### src/rtl/fuzz_sig_pkg.sv
// Shared types and MISR arithmetic for the signature unloader and its harness models.
package fuzz_sig_pkg;

  localparam int          DEF_SIG_W = 32;
  localparam logic [31:0] DEF_POLY  = 32'h04C11DB7;
  localparam logic [31:0] DEF_SEED  = 32'hFFFFFFFF;

  typedef enum logic [1:0] {
    IDLE    = 2'd0,
    CAPTURE = 2'd1,
    UNLOAD  = 2'd2
  } state_t;

  // One MISR clock: shift left, reduce by the polynomial, then absorb the folded sample.
  function automatic logic [DEF_SIG_W-1:0] misr_step(input logic [DEF_SIG_W-1:0] misr,
                                                     input logic [DEF_SIG_W-1:0] folded);
    return {misr[DEF_SIG_W-2:0], 1'b0} ^ (misr[DEF_SIG_W-1] ? DEF_POLY : '0) ^ folded;
  endfunction

endpackage

### src/rtl/fuzz_xor_fold.sv
// Combinational XOR fold of a wide bus into SIG_W bits; the top chunk is zero-padded.
module fuzz_xor_fold #(
  parameter int Y_W   = 386,
  parameter int SIG_W = 32
) (
  input  logic [Y_W-1:0]   y,
  output logic [SIG_W-1:0] folded
);

  localparam int NCH = (Y_W + SIG_W - 1) / SIG_W;

  logic [NCH*SIG_W-1:0]      y_pad;
  logic [NCH:0][SIG_W-1:0]   acc;

  assign y_pad  = (NCH*SIG_W)'(y);
  assign acc[0] = '0;

  for (genvar gi = 0; gi < NCH; gi++) begin : g_chunk
    assign acc[gi+1] = acc[gi] ^ y_pad[gi*SIG_W +: SIG_W];
  end

  assign folded = acc[NCH];

endmodule

### src/rtl/fuzz_sig_unloader.sv
// Compacts N samples of a wide result bus into a MISR signature and streams it out MSB byte first.
module fuzz_sig_unloader
  import fuzz_sig_pkg::*;
#(
  parameter int               Y_W   = 386,
  parameter int               SIG_W = 32,
  parameter int               OUT_W = 8,
  parameter int               CNT_W = 16,
  parameter logic [SIG_W-1:0] POLY  = SIG_W'(DEF_POLY),
  parameter logic [SIG_W-1:0] SEED  = SIG_W'(DEF_SEED)
) (
  input  logic             clk,
  input  logic             rst_n,
  input  logic [Y_W-1:0]   y,
  input  logic             start,
  input  logic [CNT_W-1:0] num_cycles,
  output logic             busy,
  output logic             done,
  output logic [OUT_W-1:0] sig_data,
  output logic             sig_valid,
  input  logic             sig_ready,
  output logic             sig_last
);

  localparam int NBEATS = SIG_W / OUT_W;
  localparam int BEAT_W = (NBEATS > 1) ? $clog2(NBEATS) : 1;
  localparam logic [BEAT_W-1:0] BEAT_LAST = BEAT_W'(NBEATS - 1);

  state_t                        state_reg;
  logic [SIG_W-1:0]              misr_reg;
  logic [CNT_W-1:0]              cnt_reg;
  logic [BEAT_W-1:0]             beat_reg;
  logic                          valid_reg;
  logic                          done_reg;
  logic [SIG_W-1:0]              folded;
  logic [NBEATS-1:0][OUT_W-1:0]  beat_bytes;

  fuzz_xor_fold #(
    .Y_W   (Y_W),
    .SIG_W (SIG_W)
  ) u_fold (
    .y      (y),
    .folded (folded)
  );

  always_ff @(posedge clk or negedge rst_n) begin
    if (!rst_n) begin
      state_reg <= IDLE;
      misr_reg  <= '0;
      cnt_reg   <= '0;
      beat_reg  <= '0;
      valid_reg <= 1'b0;
      done_reg  <= 1'b0;
    end else begin
      done_reg <= 1'b0;
      case (state_reg)
        IDLE: begin
          if (start) begin
            misr_reg  <= SEED;
            cnt_reg   <= num_cycles;
            beat_reg  <= '0;
            state_reg <= (num_cycles != '0) ? CAPTURE : UNLOAD;
          end
        end
        CAPTURE: begin
          misr_reg <= {misr_reg[SIG_W-2:0], 1'b0} ^ (misr_reg[SIG_W-1] ? POLY : '0) ^ folded;
          cnt_reg  <= cnt_reg - 1'b1;
          if (cnt_reg == CNT_W'(1)) begin
            state_reg <= UNLOAD;
          end
        end
        UNLOAD: begin
          // One bubble cycle after entry before the first beat is presented.
          if (!valid_reg) begin
            valid_reg <= 1'b1;
          end else if (sig_ready) begin
            if (beat_reg == BEAT_LAST) begin
              state_reg <= IDLE;
              valid_reg <= 1'b0;
              done_reg  <= 1'b1;
              beat_reg  <= '0;
            end else begin
              beat_reg <= beat_reg + 1'b1;
            end
          end
        end
        default: state_reg <= IDLE;
      endcase
    end
  end

  for (genvar gi = 0; gi < NBEATS; gi++) begin : g_beat
    assign beat_bytes[gi] = misr_reg[SIG_W-1-gi*OUT_W -: OUT_W];
  end

  assign busy      = (state_reg != IDLE);
  assign done      = done_reg;
  assign sig_valid = valid_reg;
  assign sig_data  = valid_reg ? beat_bytes[beat_reg] : '0;
  assign sig_last  = valid_reg && (beat_reg == BEAT_LAST);

endmodule

### config.mk
export PLATFORM = sky130hd
export DESIGN_NAME = fuzz_sig_unloader
export DESIGN_NICKNAME = d
export VERILOG_FILES = /design/src/rtl/fuzz_sig_pkg.sv /design/src/rtl/fuzz_xor_fold.sv /design/src/rtl/fuzz_sig_unloader.sv
export SDC_FILE = /design/constraint.sdc
export NUM_CORES = 1
export LEC_CHECK = 0
export CAP_MARGIN = 20
export CELL_PAD_IN_SITES_DETAIL_PLACEMENT = 0
export CELL_PAD_IN_SITES_GLOBAL_PLACEMENT = 1
export CORE_AREA = 2 2 162 164
export DETAILED_ROUTE_END_ITERATION = 12
export DIE_AREA = 0 0 164 166
export HOLD_SLACK_MARGIN = 0.06
export PLACE_DENSITY = 0.86
export SKIP_CTS_REPAIR_TIMING = 1
export SYNTH_ARGS = -nofsm -noshare
export SYNTH_HDL_FRONTEND = slang
export SYNTH_HIERARCHICAL = 1
export SYNTH_SLANG_ARGS = --single-unit
### constraint.sdc
create_clock -name clk -period 3.2 [get_ports clk]
set_input_delay 0.64 -clock clk [delete_from_list [all_inputs] [get_ports clk]]
set_output_delay 0.64 -clock clk [all_outputs]
set_load 0.01 [all_outputs]
==> metrics.yaml <==
ys_warn_count: 6
netlist_instances: 649
timing.fmax_mhz: 351.9
hold_viol: 0
grt_max_degree: 41
seq_area_frac_synth: 0.2095
yosysMostFrequentCell: "xnor2_1"
slowest_delay_ns: 0.51
seq_power_share: 0.251
clock_sinks: 54
drt-pass1-iter-count: 4
setup_slack_ns: 0.3581
die-area_um2: 27220
sw_frac_of_total: 0.3932
synthTopCellsByArea: "xnor2_1, dfrtp_1, xnor3_1"
die_h_um: 166
critPathRequiredTime_ns: 2.56
post-route-util: 0.4352
antenna_found_initial: 1
core_um2: 25620
drive_above_1_share: 0.03214
routed-via-count: 6020
num_rows: 59
crit_chain: "buf_4 > mux4_2 > and2_1 > clkdlybuf4s50_1"
crit_type: "reg -> out"
cts_root_buf: "clkbuf_16"
period_needed_ns: 2.842
cap_viol_max_count: 0
pwr-share-comb: 0.653
post-place-ws_ns: 0.6780
port_buffers: 417
grt_pass1_wl_mm: 33.09
synthArstFlopShare: 1.000
setup.worst_path.start: "beat_reg[0]"
power.leakage_nw: 4.070
gp_congestion: 0.7958
wl_per_cell_um: 15.82
synth_common_cells: "xnor2_1, a21oi_1, dfrtp_1, nor2_1, xnor3_1"
start_util: 0.2518
avgSynthCellArea_um2: 9.938
setup_viol: 0
synth_top_area_frac: 0.4237
synth_top_cell_by_area: "xnor2_1"
tightest_slew_ns: 0.9632
ir_worst_vdd_v: 0.0002642
skew_ns: 0.009209
slew_headroom: 0.3578
finalCritPeriodShare: 0.8881
cts_tree: "done"
nNetsFinal: 1466
crit_fanout: 6
grt_overflow: 0
grt_pass1_vias: 6439
p_clk_frac: 0.096
htree_num_levels: 2
r2r_start: "cnt_reg[0]"
maxSlewViolCount: 0
crit_path_start_kind: "flip-flop"
post-place-cells: 1385
switchingPower_mw: 2.344
largest_reg_flops: 32
cts_buffers: 5
viasPerCell: 4.319
ant_nets: 0
internal-power_mw: 3.617
cp.arrival_ns: 2.20
crit_slowest_cell: "mux4_2"
synth_edf_count: 0
hp-class: "in -> async"
fin_setup_tns_ns: 0
worst_skew_pair.late_latency_ns: 0.30
rsz0062_at_grt: "no"
gr-usage-all-layers: 0.1569
n_fill_cell: 2501
power-per-cell-area_nw_per_um2: 534.8
path_clk_slew_ns: 0.08
drt-initial-drc-count: 261
ctsLongestPathBuffers: 2
die_x_um: 164
syn_nets: 1058
total_power_mw: 5.961
status: "finished, final reports clean"
boundaryPins: 418
drc: 0
areaGrowthSynthToFinish_pct: 72.82
synth_area_um2: 6450
ys_ff_latch: 54
drt-total-wl_mm: 22.06
post-dp-hpwl_mm: 19.44
synth_cell_type_count: 45
end_kind: "primary output"
ys.flop_type: "dfrtp_1"
final_cells: 1394
-- layout by cell type (no fill, tap or decap), types with 2 or more instances in the layout --
master / n
clkdlybuf4s50_1: 416
xnor2_1: 312
a21oi_1: 54
dfrtp_1: 54
nor2_1: 51
xnor3_1: 36
xor2_1: 15
o22ai_1: 11
and2_1: 10
mux4_2: 8
buf_4: 8
nand2_1: 7
inv_1: 5
mux2i_1: 5
o21ai_0: 5
nor4_1: 5
clkbuf_16: 5
nor3_1: 4
nand3_1: 4
a31oi_1: 3
nand4_1: 3
a41oi_1: 3
ha_1: 3
and3_1: 2
nor4_4: 2
nand4b_1: 2
a21o_1: 2
a22o_1: 2
-- worst paths after layout --
check	end	slack, ns	depth (start not counted)
max	sig_data[0]	0.36	4
min	cnt_reg[4]	0.48	1
max reg2reg	cnt_reg[12]	1.37	6
min reg2reg	misr_reg[15]	0.58	2
max in group asynchronous	misr_reg[17]	1.93	2
min in group clk	misr_reg[15]	0.58	2
-- stage by stage --
step / area (µm²) / hold slack, ns
5_1_grt: 11150 / 0.5699
6_report: 11150 / 0.4816
4_1_cts: 11140 / 0.5183
3_5_place_dp: 10990 / 0.5549
3_3_place_gp: 10990 / 0.5424
2_1_floorplan: 6450 / 0.3444
-- power by group through the flow --
stage	sequential [mW]	clock, mW	combinational, mW
detailed placement	1.52	0	3.93
CTS	1.50	0.593	3.96
floorplan	1.28	0	2.75
global route	1.56	0.611	4.27
global placement	1.51	0	3.89
finish	1.50	0.571	3.89
-- cell families after synthesis --
family,synth area share
adder cells (fa/ha/maj),0.005820
AND/OR/NAND/NOR,0.07837
buffers and inverters,0.01940
multiplexers,0.03569
AO/OA/AOI/OAI,0.08148
flip-flops,0.2095
XOR/XNOR,0.5697
-- routing by layer --
layer  vias up  routed length [µm]  global-route usage
met5         -                   0                   0
met4         0                 358             0.04157
met3        18                1884             0.03222
met2       290               11760              0.3056
met1      2738                8054              0.1684
li1       2974                   -                   -
-- area by class of cell --
| class | instances | area [µm²] | share of cell area |
|---|---|---|---|
| Tap cell | 335 | 419.2 | 0.03760 |
| Clock buffer | 5 | 125.1 | 0.01122 |
| Inverter | 5 | 18.77 | 0.001684 |
| Clock inverter | 3 | 25.02 | 0.002245 |
| Antenna cell | 1 | 2.502 | 0.0002245 |
| Timing Repair Buffer | 425 | 4229 | 0.3794 |
| Sequential cell | 54 | 1351 | 0.1212 |
| Multi-Input combinational cell | 566 | 4976 | 0.4464 |
-- worst max-delay path, delay by kind of cell, from the launching register on --
family	cells	cell delay, ns
buffers and inverters	2	0.73
muxes	1	0.51
DFF	1	0.48
and+or+nand+nor	1	0.17
No activity file was read; power rests on OpenSTA's default activity.
